`src/rtl/bsg_test_node_master_cgol.sv`:
```
// Test-node master: issues LFSR-payload request packets one at a time.
// It folds each response into a 64-bit rotating checksum and flags responses carrying the wrong client ID.
module bsg_test_node_master_cgol #(
  parameter int          ring_width_p = 80,
  parameter int          master_id_p  = 0,
  parameter int          client_id_p  = 0,
  parameter int          num_boards_p = 16,
  parameter logic [63:0] seed_p       = 64'h1
) (
  input  logic                    clk_i,
  input  logic                    reset_i,
  input  logic                    en_i,
  output logic                    v_o,
  output logic [ring_width_p-1:0] data_o,
  input  logic                    yumi_i,
  input  logic                    v_i,
  input  logic [ring_width_p-1:0] data_i,
  output logic                    ready_o,
  output logic                    done_o,
  output logic                    error_o,
  output logic [15:0]             count_o,
  output logic [63:0]             checksum_o
);

  typedef enum logic [1:0] {IDLE, SEND, WAIT, DONE} state_e;

  state_e      state_r, state_n;
  logic [63:0] lfsr_r, lfsr_n;
  logic [15:0] count_r;
  logic [63:0] checksum_r;
  logic        error_r;
  logic [16:0] count_inc;
  logic        send_fire, recv_fire;

  // Only the ID field and payload of a response matter; the remaining bits are intentionally dropped.
  logic unused_data_i;
  assign unused_data_i = ^data_i;

  assign lfsr_n    = (lfsr_r >> 1) ^ (lfsr_r[0] ? 64'hD800_0000_0000_0000 : 64'h0);
  assign count_inc = {1'b0, count_r} + 17'd1;
  assign send_fire = v_o & yumi_i;
  assign recv_fire = v_i & ready_o;

  // NOTE: every signal gets a default before the case, so no path leaves one unassigned and no latch is inferred.
  always_comb begin
    state_n = state_r;
    v_o     = 1'b0;
    ready_o = 1'b0;
    done_o  = 1'b0;
    unique case (state_r)
      IDLE: if (en_i) state_n = SEND;
      SEND: begin
        v_o = en_i;
        if (send_fire) state_n = WAIT;
      end
      WAIT: begin
        ready_o = en_i;
        if (recv_fire)
          state_n = (count_inc < 17'(num_boards_p)) ? SEND : DONE;
      end
      DONE: done_o = 1'b1;
      default: state_n = IDLE;
    endcase
  end

  // The request is a pure function of the held LFSR, so it stays stable while stalled.
  always_comb begin
    data_o        = '0;
    data_o[78:75] = 4'(master_id_p);
    data_o[63:0]  = lfsr_r;
  end

  // NOTE: sequential state uses non-blocking assignments so every register samples pre-edge values.
  always_ff @(posedge clk_i) begin
    if (reset_i) begin
      state_r    <= IDLE;
      lfsr_r     <= seed_p;
      count_r    <= '0;
      checksum_r <= '0;
      error_r    <= 1'b0;
    end else begin
      state_r <= state_n;
      if (send_fire) lfsr_r <= lfsr_n;
      if (recv_fire) begin
        count_r    <= count_inc[15:0];
        checksum_r <= {checksum_r[62:0], checksum_r[63]} ^ data_i[63:0];
        if (data_i[78:75] != 4'(client_id_p)) error_r <= 1'b1;
      end
    end
  end

  assign count_o    = count_r;
  assign checksum_o = checksum_r;
  assign error_o    = error_r;

endmodule

```
`config.mk`:
```
export PLATFORM = sky130hd
export DESIGN_NAME = bsg_test_node_master_cgol
export DESIGN_NICKNAME = d
export VERILOG_FILES = /design/src/rtl/bsg_test_node_master_cgol.sv
export SDC_FILE = /design/constraint.sdc
export NUM_CORES = 1
export LEC_CHECK = 0
export ABC_AREA = 0
export BUFFER_PORTS_ARGS = -buffer_cell sky130_fd_sc_hd__buf_4
export CAP_MARGIN = 20
export CORE_ASPECT_RATIO = 1.75
export CORE_UTILIZATION = 29
export DETAILED_ROUTE_END_ITERATION = 12
export GPL_ROUTABILITY_DRIVEN = 0
export HOLD_SLACK_MARGIN = 0.05
export PLACE_DENSITY_LB_ADDON = 0.1
export SLEW_MARGIN = 20
export SYNTH_ARGS = -nofsm -noshare
export SYNTH_HDL_FRONTEND = slang
export SYNTH_SLANG_ARGS = --single-unit
```
`constraint.sdc`:
```
create_clock -name clk_i -period 1.85 [get_ports clk_i]
set_input_delay 0.0925 -clock clk_i [delete_from_list [all_inputs] [get_ports clk_i]]
set_output_delay 0.0925 -clock clk_i [all_outputs]
set_load 0.02 [all_outputs]
```
# == Word level (Yosys, flattened, before mapping) ==
# Cells that the tools add are included.
# word_totals
wordCells,31
ff_bits,147
inputBits,85
# op_classes
n_addsub,1
order_cmp,1
muxes,9
eq_ne,6
bitwise,4
reduce_logical,5
# ops
op,n
$mux 64,1
$xor 63x64->64,1
$xor 64x64->64,1
$add 16x1->17 const B,1
$lt 17x5->1 const B,1
$mux 2,4
$ne 2x2->1 const B,3
$pmux 2 s3,1
$eq 2x2->1 const B,2
$reduce_and 4->1,1
$reduce_bool 4->1,1
$mux 1,3
$reduce_bool 3->1,1
$and 1x1->1,2
$eq 2x1->1 const B,1
$logic_not 2->1,1
$reduce_and 2->1,1

# == Longest topological paths before layout ==
# Gate-level depths: netlist of run 1.
# depth
ltp_word,5
ltp_mapped,8
depth_no_buf,7

# == Least setup slack after synthesis of run 1 ==
# Ideal clock, no wire load.
# synth_timing
path_type,register -> register
from,"reg count_r[0], in the netlist count_o[0]"
to,reg state_r[1]
required_time_ns,1.759
n_path_buf,0
setup_ns,0.091
path_slack_ns,0.073
period_less_slack_ns,1.777
arrival_time_ns,1.686
stages_incl_launch_ff,7
path_cell_list,dfxtp_1 ha_1 nand2_1 nor4_1 mux2i_1 a21oi_1 a311oi_1
# synth_between
elab_chain_len,5
# synth_lines
element,line,text
start: declaration,29,logic [15:0] count_r;
start signal: assignment,85,count_r <= count_inc[15:0];
$add 16x1->17,40,"assign count_inc = {1'b0, count_r} + 17'd1;"
$lt 17x5->1,59,state_n = (count_inc < 17'(num_boards_p)) ? SEND : DONE;
$mux 2,59,
$mux 2,58,if (recv_fire)
$pmux 2 s3,50,unique case (state_r)
end signal: assignment,82,state_r <= state_n;
end: declaration,27,"state_e state_r, state_n;"
# Every way passes these cells. The select of a mux whose other input is x is not followed.
# A chain may end at the register's enable or synchronous reset.

# == Worst setup path after layout of run 1 ==
# layout_timing
from,reg state_r[0]
to,"reg count_r[5], in the netlist count_o[5]"
# layout_between
elab_chain_len,3
# layout_lines
element,line,text
$eq 2x2->1,50,
$mux 1,50,
$and 1x1->1,42,assign recv_fire = v_i & ready_o;
# Every way passes these cells.

==> flow_metrics.env, run 1 <==
export IMPL_outcome="complete, no violations"
export IMPL_power_frac_comb=0.070
export IMPL_tightestPinTransition_ns=0.580
export IMPL_layout_nets=1099
export IMPL_fillers=2228
export IMPL_synth_top_area_frac=0.443
export IMPL_clockBufferDepth=2
export IMPL_route_detailed_drc=0
export IMPL_cts_clk_slew_worst_paths_ns=0.06
export IMPL_p_sw_frac=0.209
export IMPL_overflow=0
export IMPL_rsz0062_at_grt="true"
export IMPL_finalHoldViolCount=0
export IMPL_cts_inserted_buffers=17
export IMPL_crit_required_ns=2.14
export IMPL_yosysSeqAreaShare=0.443
export IMPL_h_tree_depth=4
export IMPL_seq_area_um2=2950
export IMPL_fin_crit_ns=1.75
export IMPL_placed_cells=1217
export IMPL_synth_edff_count=0
export IMPL_wl_per_cell_um=13.3
export IMPL_min_from="reset_i"
export IMPL_r2r_end="count_o[5]"
export IMPL_worstSetupPathType="reg -> reg"
export IMPL_r2r_start="state_r[0]"
export IMPL_powerDensity_nw_per_um2=800
export IMPL_maxSlewViolCount=0
export IMPL_cts_tree="done"
export IMPL_switchingPower_mw=1.62
export IMPL_die_w_um=116
export IMPL_clkPwrFrac=0.520
export IMPL_multi_input_area_um2=3000
export IMPL_holdPathEnd="error_o"
export IMPL_power_mw=7.77
export IMPL_r2r_slack_ns=0.10
export IMPL_place_ws_ns=-0.0595
export IMPL_ys_ff_latch=147
export IMPL_fin_setup_tns_ns=0
export IMPL_fin_cells=1317
export IMPL_syn_cell_area_um2=6650
export IMPL_n_antenna_cell=0
export IMPL_postSynthAreaPerCell_um2=8.53
export IMPL_start_util=0.299
export IMPL_max_freq_mhz=573
export IMPL_portBuffers=220
export IMPL_coreArea_um2=22300
export IMPL_route_met3_wl_um=1100
export IMPL_syn_instance_count=779
export IMPL_route_met2_wl_um=9220
export IMPL_critPathCaptureType="register"
export IMPL_wl_um=17500
export IMPL_path_max_fanout=4
export IMPL_highest_layer="met4"
export IMPL_finalSetupViolations=0
export IMPL_final_cell_mix="buf_4 (246), dfxtp_1 (145), nand2_1 (134), nor2_1 (92), xnor2_1 (77)"
export IMPL_rows=72
export IMPL_yosysTopAreaCell="dfxtp_1"
export IMPL_cts_root_buf="clkbuf_16"
export IMPL_dieArea_um2=23500
export IMPL_place_hpwl_um=12400
export IMPL_period_share=0.944
export IMPL_ir_drop_mv=0.579
export IMPL_pwr_share_seq=0.410
export IMPL_grt_max_degree=49
export IMPL_vias_per_cell=4.43
export IMPL_worst_setup_path_start_kind="register"
export IMPL_layout_drive_gt1_share=0.298
export IMPL_ys_types=41
export IMPL_cts_sinks=147
export IMPL_synth_area_top_cells="dfxtp_1 (44%), xnor2_1 (10%), buf_4 (9.0%), a211oi_1 (7.7%), nand2_1 (7.6%)"
export IMPL_ios=249
export IMPL_clock_skew_ns=0.00793
export IMPL_area_growth_pct=46.1
export IMPL_clk_latency_ns=0.42
export IMPL_postRouteAntennaNets=0
export IMPL_wl_met1_um=6930
export IMPL_die_y_um=202
export IMPL_p_leak_nw=3.75
export IMPL_grt_pass1_vias=5657
export IMPL_maxSlewHeadroom=0.614
export IMPL_reg2reg_depth=8
export IMPL_async_reset_ff_frac=0
export IMPL_layout_commonest_cell="buf_4"
export IMPL_yosys_warnings=0
export IMPL_whs_path_depth=2
export IMPL_grt_pass1_wl_um=28300
export IMPL_cp_arrival_ns=2.03
export IMPL_worst_hold_path_type="in -> reg"
export IMPL_drv_cap=0
export IMPL_synth_ff_type="dfxtp_1"
export IMPL_dr_pass1_iters=5
export IMPL_grt_total_usage=0.155
export IMPL_drtIter0Drc=229
export IMPL_setup_ws_ns=0.104
export IMPL_via_count=5831
export IMPL_intPower_mw=6.15
export IMPL_antenna_found_initial=0
sequential cells by signal, indices dropped and copies added (netlist names):
signal      cells
state_r         2
count_o        16
checksum_o     64
error_o         1
lfsr_r         64
critical path: stages (launching register included):
cell and delay [ns]:
dfxtp_2 0.33, inv_1 0.08, ha_2 0.21, nand3_2 0.16, buf_4 0.19, or2_2 0.33
nor2_1 0.12, xnor2_1 0.13, nor2_1 0.05
cells in the mapped netlist (2+ instances only):
master,instances
xnor2_1,77
nand2_1,135
nand3_1,6
inv_1,4
buf_1,2
mux2i_1,3
nor2b_1,2
a211oi_1,68
a311o_1,2
nor3_1,5
and2_1,3
buf_2,8
nor4_2,3
o21a_1,2
dfxtp_1,147
buf_4,80
nor2_1,92
ha_1,6
clkbuf_1,36
xor2_1,8
nand4_1,4
and3_1,3
nor4_1,3
a21oi_1,63
routing by layer:
metal / track usage / up-vias
met1: 0.166 / 2681
met4: 0.0595 / 0
li1: - / 2960
met3: 0.0474 / 18
met2: 0.277 / 172
met5: 0 / -
timing repair:
item | CTS | global route
hold endpoints to repair | 68 | 0
buffers inserted | 1 | 0
hold buffers | 67 | 0
endpoints found under the setup margin | 1 | 34
pin swaps | 2 | 1
resized for setup | 0 | 11
power groups by stage:
stage	Sequential [mW]	Combinational [mW]	Clock, mW
after floorplan	3.25	0.245	0
after global placement	3.25	0.433	0
after detailed placement	3.25	0.434	0
after CTS	3.18	0.552	4.19
after global routing	3.18	0.594	4.31
final	3.18	0.546	4.04
kinds of logic after synthesis:
group	share of synthesized area
simple gates	0.169
flops	0.443
compound gates	0.137
buf+inv	0.122
xor+xnor	0.112
fa+ha+maj	0.0113
mux	0.00452
other cells	0.000564
metrics by stage:
step	hold WS [ns]	instance area (µm²)	utilization
2_1_floorplan	0.293	6700	-
3_3_place_gp	0.390	8290	0.373
3_5_place_dp	0.393	8290	0.373
4_1_cts	0.132	9660	0.434
5_1_grt	0.164	9710	0.436
6_report	0.149	9710	0.436
area by class of cell:
type	count	area share
Clock buffer	19	0.0446
Clock inverter	13	0.0263
Inverter	4	0.00155
Multi-Input combinational cell	516	0.309
Sequential cell	147	0.303
Tap cell	296	0.0381
Timing Repair Buffer	322	0.277
worst max path at each step:
stage	start	to	slack, ns	depth (start not counted)
3_5_place_dp	state_r[0]	state_r[1]	-0.06	7
3_3_place_gp	state_r[0]	state_r[1]	0.007	7
2_1_floorplan	count_o[0]	state_r[1]	0.07	6
5_1_grt	count_o[0]	state_r[1]	-0.007	6
4_1_cts	state_r[0]	count_o[5]	0.01	8
6_report	state_r[0]	count_o[5]	0.10	8
Note: power is estimated with default switching activity, not from simulation.
==> inputs of run 2 (changes only) <==
==> constraint.sdc (replaced) <==
create_clock -name clk_i -period 1.85 [get_ports clk_i]
set_input_delay 0 -clock clk_i [delete_from_list [all_inputs] [get_ports clk_i]]
set_output_delay 0 -clock clk_i [all_outputs]
set_load 0.02 [all_outputs]
==> flow_metrics.env, run 2 (synthesis gave the netlist of run 1 again) <==
export IMPL_grt_total_usage=0.153
export IMPL_seq_area_um2=2950
export IMPL_powerDensity_nw_per_um2=768
export IMPL_route_detailed_drc=0
export IMPL_rsz0062_at_grt="false"
export IMPL_area_growth_pct=43.9
export IMPL_critPathCaptureType="register"
export IMPL_grt_max_degree=68
export IMPL_via_count=5767
export IMPL_post_route_util=0.430
export IMPL_grt_pass1_wl_um=28000
export IMPL_n_antenna_cell=0
export IMPL_multi_input_area_um2=2990
export IMPL_fin_cells=1312
export IMPL_start_util=0.299
export IMPL_die_w_um=116
export IMPL_layout_drive_gt1_share=0.294
export IMPL_ios=249
export IMPL_fillers=2228
export IMPL_cts_root_buf="clkbuf_16"
export IMPL_place_ws_ns=-0.00919
export IMPL_wl_per_cell_um=13.5
export IMPL_layout_nets=1095
export IMPL_maxSlewViolCount=0
export IMPL_layout_commonest_cell="buf_4"
export IMPL_worst_hold_path_type="in -> reg"
export IMPL_finalHoldViolCount=0
export IMPL_fin_crit_ns=1.71
export IMPL_setup_ws_ns=0.140
export IMPL_die_y_um=202
export IMPL_cts_sinks=147
export IMPL_rows=72
export IMPL_h_tree_depth=4
export IMPL_clk_latency_ns=0.42
export IMPL_worst_setup_path_start_kind="register"
export IMPL_worstSetupPathType="reg -> reg"
export IMPL_antenna_found_initial=0
export IMPL_drv_cap=0
export IMPL_portBuffers=220
export IMPL_vias_per_cell=4.40
export IMPL_dieArea_um2=23500
export IMPL_clock_skew_ns=0.00702
export IMPL_cts_inserted_buffers=17
export IMPL_wl_um=17700
export IMPL_p_leak_nw=3.66
export IMPL_ir_drop_mv=0.526
export IMPL_clockBufferDepth=2
export IMPL_cp_arrival_ns=2.01
export IMPL_max_freq_mhz=585
export IMPL_overflow=0
export IMPL_place_hpwl_um=12400
export IMPL_cts_tree="done"
export IMPL_period_share=0.925
export IMPL_finalSetupViolations=0
export IMPL_placed_cells=1213
export IMPL_path_max_fanout=5
export IMPL_outcome="complete, no violations"
export IMPL_final_cell_mix="buf_4 (245), dfxtp_1 (145), nand2_1 (134), nor2_1 (92), xnor2_1 (77)"
export IMPL_whs_path_depth=5
export IMPL_dr_pass1_iters=4
export IMPL_grt_pass1_vias=5583
export IMPL_crit_required_ns=2.15
export IMPL_cts_clk_slew_worst_paths_ns=0.06
export IMPL_reg2reg_depth=8
export IMPL_coreArea_um2=22300
export IMPL_postRouteAntennaNets=0
export IMPL_drtIter0Drc=166
run 2: cell types whose count changed in the layout (fill, tap and decap cells not counted), moves of 2 or more:
cell	previous run	this run
clkinv_2	1	5
inv_1	4	2
nor4_4	2	0
buf_12	8	6
ha_4	0	2
nor4_1	0	2
inv_2	0	2
bufinv_16	7	4
ha_2	2	0
run 2: power by group:
part / switching, mW / internal [mW]
combinational: 0.240 / 0.294
sequential: 0.0103 / 3.17
clock: 1.35 / 2.27
run 2: through the flow:
stage | hold slack, ns | power (mW) | cell area (µm²) | setup TNS [ns]
floorplan | 0.201 | 3.50 | 6700 | 0
global placement | 0.296 | 3.67 | 8240 | 0
detailed placement | 0.300 | 3.67 | 8240 | -0.00919
CTS | 0.117 | 7.48 | 9520 | 0
global route | 0.129 | 7.66 | 9560 | 0
finish | 0.136 | 7.34 | 9560 | 0
run 2: cell type report:
cell class                      instances  share of cell area
Multi-Input combinational cell        516               0.313
Sequential cell                       147               0.308
Timing Repair Buffer                  318               0.275
Clock buffer                           20              0.0467
Tap cell                              296              0.0387
Clock inverter                         11              0.0167
Inverter                                4             0.00157
run 2: timing repair:
item | CTS | global route
resized for setup | 0 | 12
endpoints found under the hold margin | 77 | 0
setup buffers | 1 | 0
hold buffers | 67 | 0
pin swaps | 1 | 4
cloned | 0 | 0
setup endpoints to repair | 1 | 27
run 2: per-layer routing:
metal	vias up	track usage	share of wire
li1	2945	-	-
met2	171	0.274	0.52
met5	-	0	0
met3	24	0.0516	0.063
met1	2627	0.160	0.39
met4	0	0.0609	0.019
run 2: path summary, 6_finish.rpt:
check                           startpoint    endpoint  slack (ns)
worst min register to register   lfsr_r[6]   lfsr_r[5]        0.46
worst min-delay path                yumi_i  lfsr_r[10]        0.14
worst max register to register  state_r[0]  count_o[7]        0.14
worst max-delay path            state_r[0]  count_o[7]        0.14
run 2: worst max-delay path, cell delays in order, from the launching register on:
cell	delay (ns)
dfxtp_4	0.36
inv_2	0.08
ha_4	0.16
nand3_1	0.16
buf_4	0.20
or2_2	0.33
nor2_1	0.13
xnor2_1	0.13
nor2_1	0.05
==> inputs of run 3 (changes only) <==
Settings changed: MAX_ROUTING_LAYER from default to met4.
Clock period 1.85 ns to 1.81 ns, I/O delays scaled along.
==> flow_metrics.env, run 3 (synthesis gave the netlist of run 1 again) <==
export IMPL_path_max_fanout=5
export IMPL_worstSetupPathType="reg -> reg"
export IMPL_vias_per_cell=4.40
export IMPL_use_met1=0.174
export IMPL_die_w_um=116
export IMPL_grt_max_degree=62
export IMPL_period_share=0.933
export IMPL_busiest_layer="met2"
export IMPL_portBuffers=220
export IMPL_via_count=5779
export IMPL_place_hpwl_um=12300
export IMPL_reg2reg_depth=7
export IMPL_dr_pass1_iters=4
export IMPL_holdPathEnd="count_o[1]"
export IMPL_maxSlewViolCount=0
export IMPL_r2r_slack_ns=0.12
export IMPL_powerDensity_nw_per_um2=773
export IMPL_r2r_end="state_r[1]"
export IMPL_final_cell_mix="buf_4 (242), dfxtp_1 (145), nand2_1 (133), nor2_1 (92), xnor2_1 (77)"
export IMPL_setup_ws_ns=0.121
export IMPL_maxSlewHeadroom=0.627
export IMPL_drtIter0Drc=215
export IMPL_min_from="en_i"
export IMPL_grt_pass1_wl_um=28600
export IMPL_coreArea_um2=22300
export IMPL_postRouteAntennaNets=0
export IMPL_start_util=0.299
export IMPL_whs_path_depth=4
export IMPL_hold_ws_ns=0.126
export IMPL_grtUsageMet3=0.0420
export IMPL_cts_root_buf="clkbuf_16"
export IMPL_layout_commonest_cell="buf_4"
export IMPL_die_y_um=202
export IMPL_overflow=0
export IMPL_critPathCaptureType="register"
export IMPL_fin_crit_ns=1.69
export IMPL_clock_skew_ns=0.00687
export IMPL_clockBufferDepth=2
export IMPL_n_antenna_cell=0
export IMPL_worst_setup_path_start_kind="register"
export IMPL_cp_arrival_ns=2.02
export IMPL_cts_clk_slew_worst_paths_ns=0.06
export IMPL_wl_um=17700
export IMPL_grt_pass1_vias=5757
export IMPL_antenna_found_initial=0
export IMPL_layout_drive_gt1_share=0.300
export IMPL_cts_sinks=147
export IMPL_drv_cap=0
export IMPL_wl_per_cell_um=13.5
export IMPL_outcome="complete, no violations"
export IMPL_finalHoldViolCount=0
export IMPL_clk_latency_ns=0.43
export IMPL_ios=249
export IMPL_h_tree_depth=4
export IMPL_crit_required_ns=2.14
export IMPL_cts_inserted_buffers=17
export IMPL_place_ws_ns=-0.0187
export IMPL_p_leak_nw=3.66
export IMPL_route_detailed_drc=0
export IMPL_use_met2=0.277
export IMPL_dieArea_um2=23500
export IMPL_cts_tree="done"
export IMPL_tightestPinTransition_ns=0.560
export IMPL_r2r_start="state_r[0]"
export IMPL_area_growth_pct=44.7
export IMPL_layout_nets=1095
export IMPL_worst_hold_path_type="in -> reg"
export IMPL_grt_total_usage=0.161
export IMPL_ir_drop_mv=0.579
export IMPL_max_freq_mhz=592
export IMPL_finalSetupViolations=0
export IMPL_rows=72
==> run 3: cell types whose count changed in the layout (fill, tap and decap cells not counted), sizes merged <==
cell,delta
bufinv,-1
clkinvlp,+3
clkbuf,-1
==> run 3: final cells by class <==
type,instances,area (µm²)
well taps,296,370
clock inverters,13,160
inverters,4,17.5
flip-flops and latches,147,2950
fillers,2276,12600
multi-input cells,516,3020
clock buffers,19,443
repair buffers,318,2660
==> run 3: power by group <==
group          switching (mW)  leakage (nW)  internal [mW]  total [mW]
clock                    1.42         0.281           2.20        3.62
combinational           0.251          2.19          0.317       0.567
sequential            0.00869          1.19           3.24        3.25
total                    1.68          3.66           5.76        7.43
==> run 3: worst max-delay path by stage <==
stage                          start    endpoint  cells past startpoint  slack, ns
after floorplan           count_o[0]  state_r[1]                      6       0.03
after global placement    state_r[0]  state_r[1]                      7       0.03
after detailed placement  state_r[0]  state_r[1]                      7      -0.02
after CTS                 state_r[1]  state_r[1]                      7       0.04
after global routing      state_r[1]  state_r[1]                      7      -0.01
final                     state_r[0]  state_r[1]                      7       0.12
==> run 3: layer usage <==
layer / wire length, µm / part of all wire
met1: 7130 / 0.40
met2: 9370 / 0.53
met3: 942 / 0.053
met4: 251 / 0.014
met5: 0 / 0
==> run 3: critical path: stages, from the launching register on <==
cell	delay, ns
dfxtp_2	0.33
buf_6	0.11
ha_4	0.16
nor2b_4	0.13
nor4b_4	0.30
mux2i_1	0.23
nor4_1	0.07
a311oi_1	0.25
==> run 3: through the flow <==
step                cell area, µm²  utilization  TNS (ns)  total power [mW]  std cells
floorplan                     6700            -         0              3.58        794
global placement              8250        0.371         0              3.76       1211
detailed placement            8250        0.371   -0.0187              3.76       1211
CTS                           9530        0.428         0              7.56       1311
global route                  9610        0.432   -0.0106              7.76       1313
finish                        9610        0.432         0              7.43       1313
==> run 3: timing repair <==
item	CTS	global route
endpoints found under the setup margin	1	8
endpoints found under the hold margin	67	0
pin swaps	2	5
gates resized for setup	1	18
buffers inserted	1	2
hold buffers	67	0
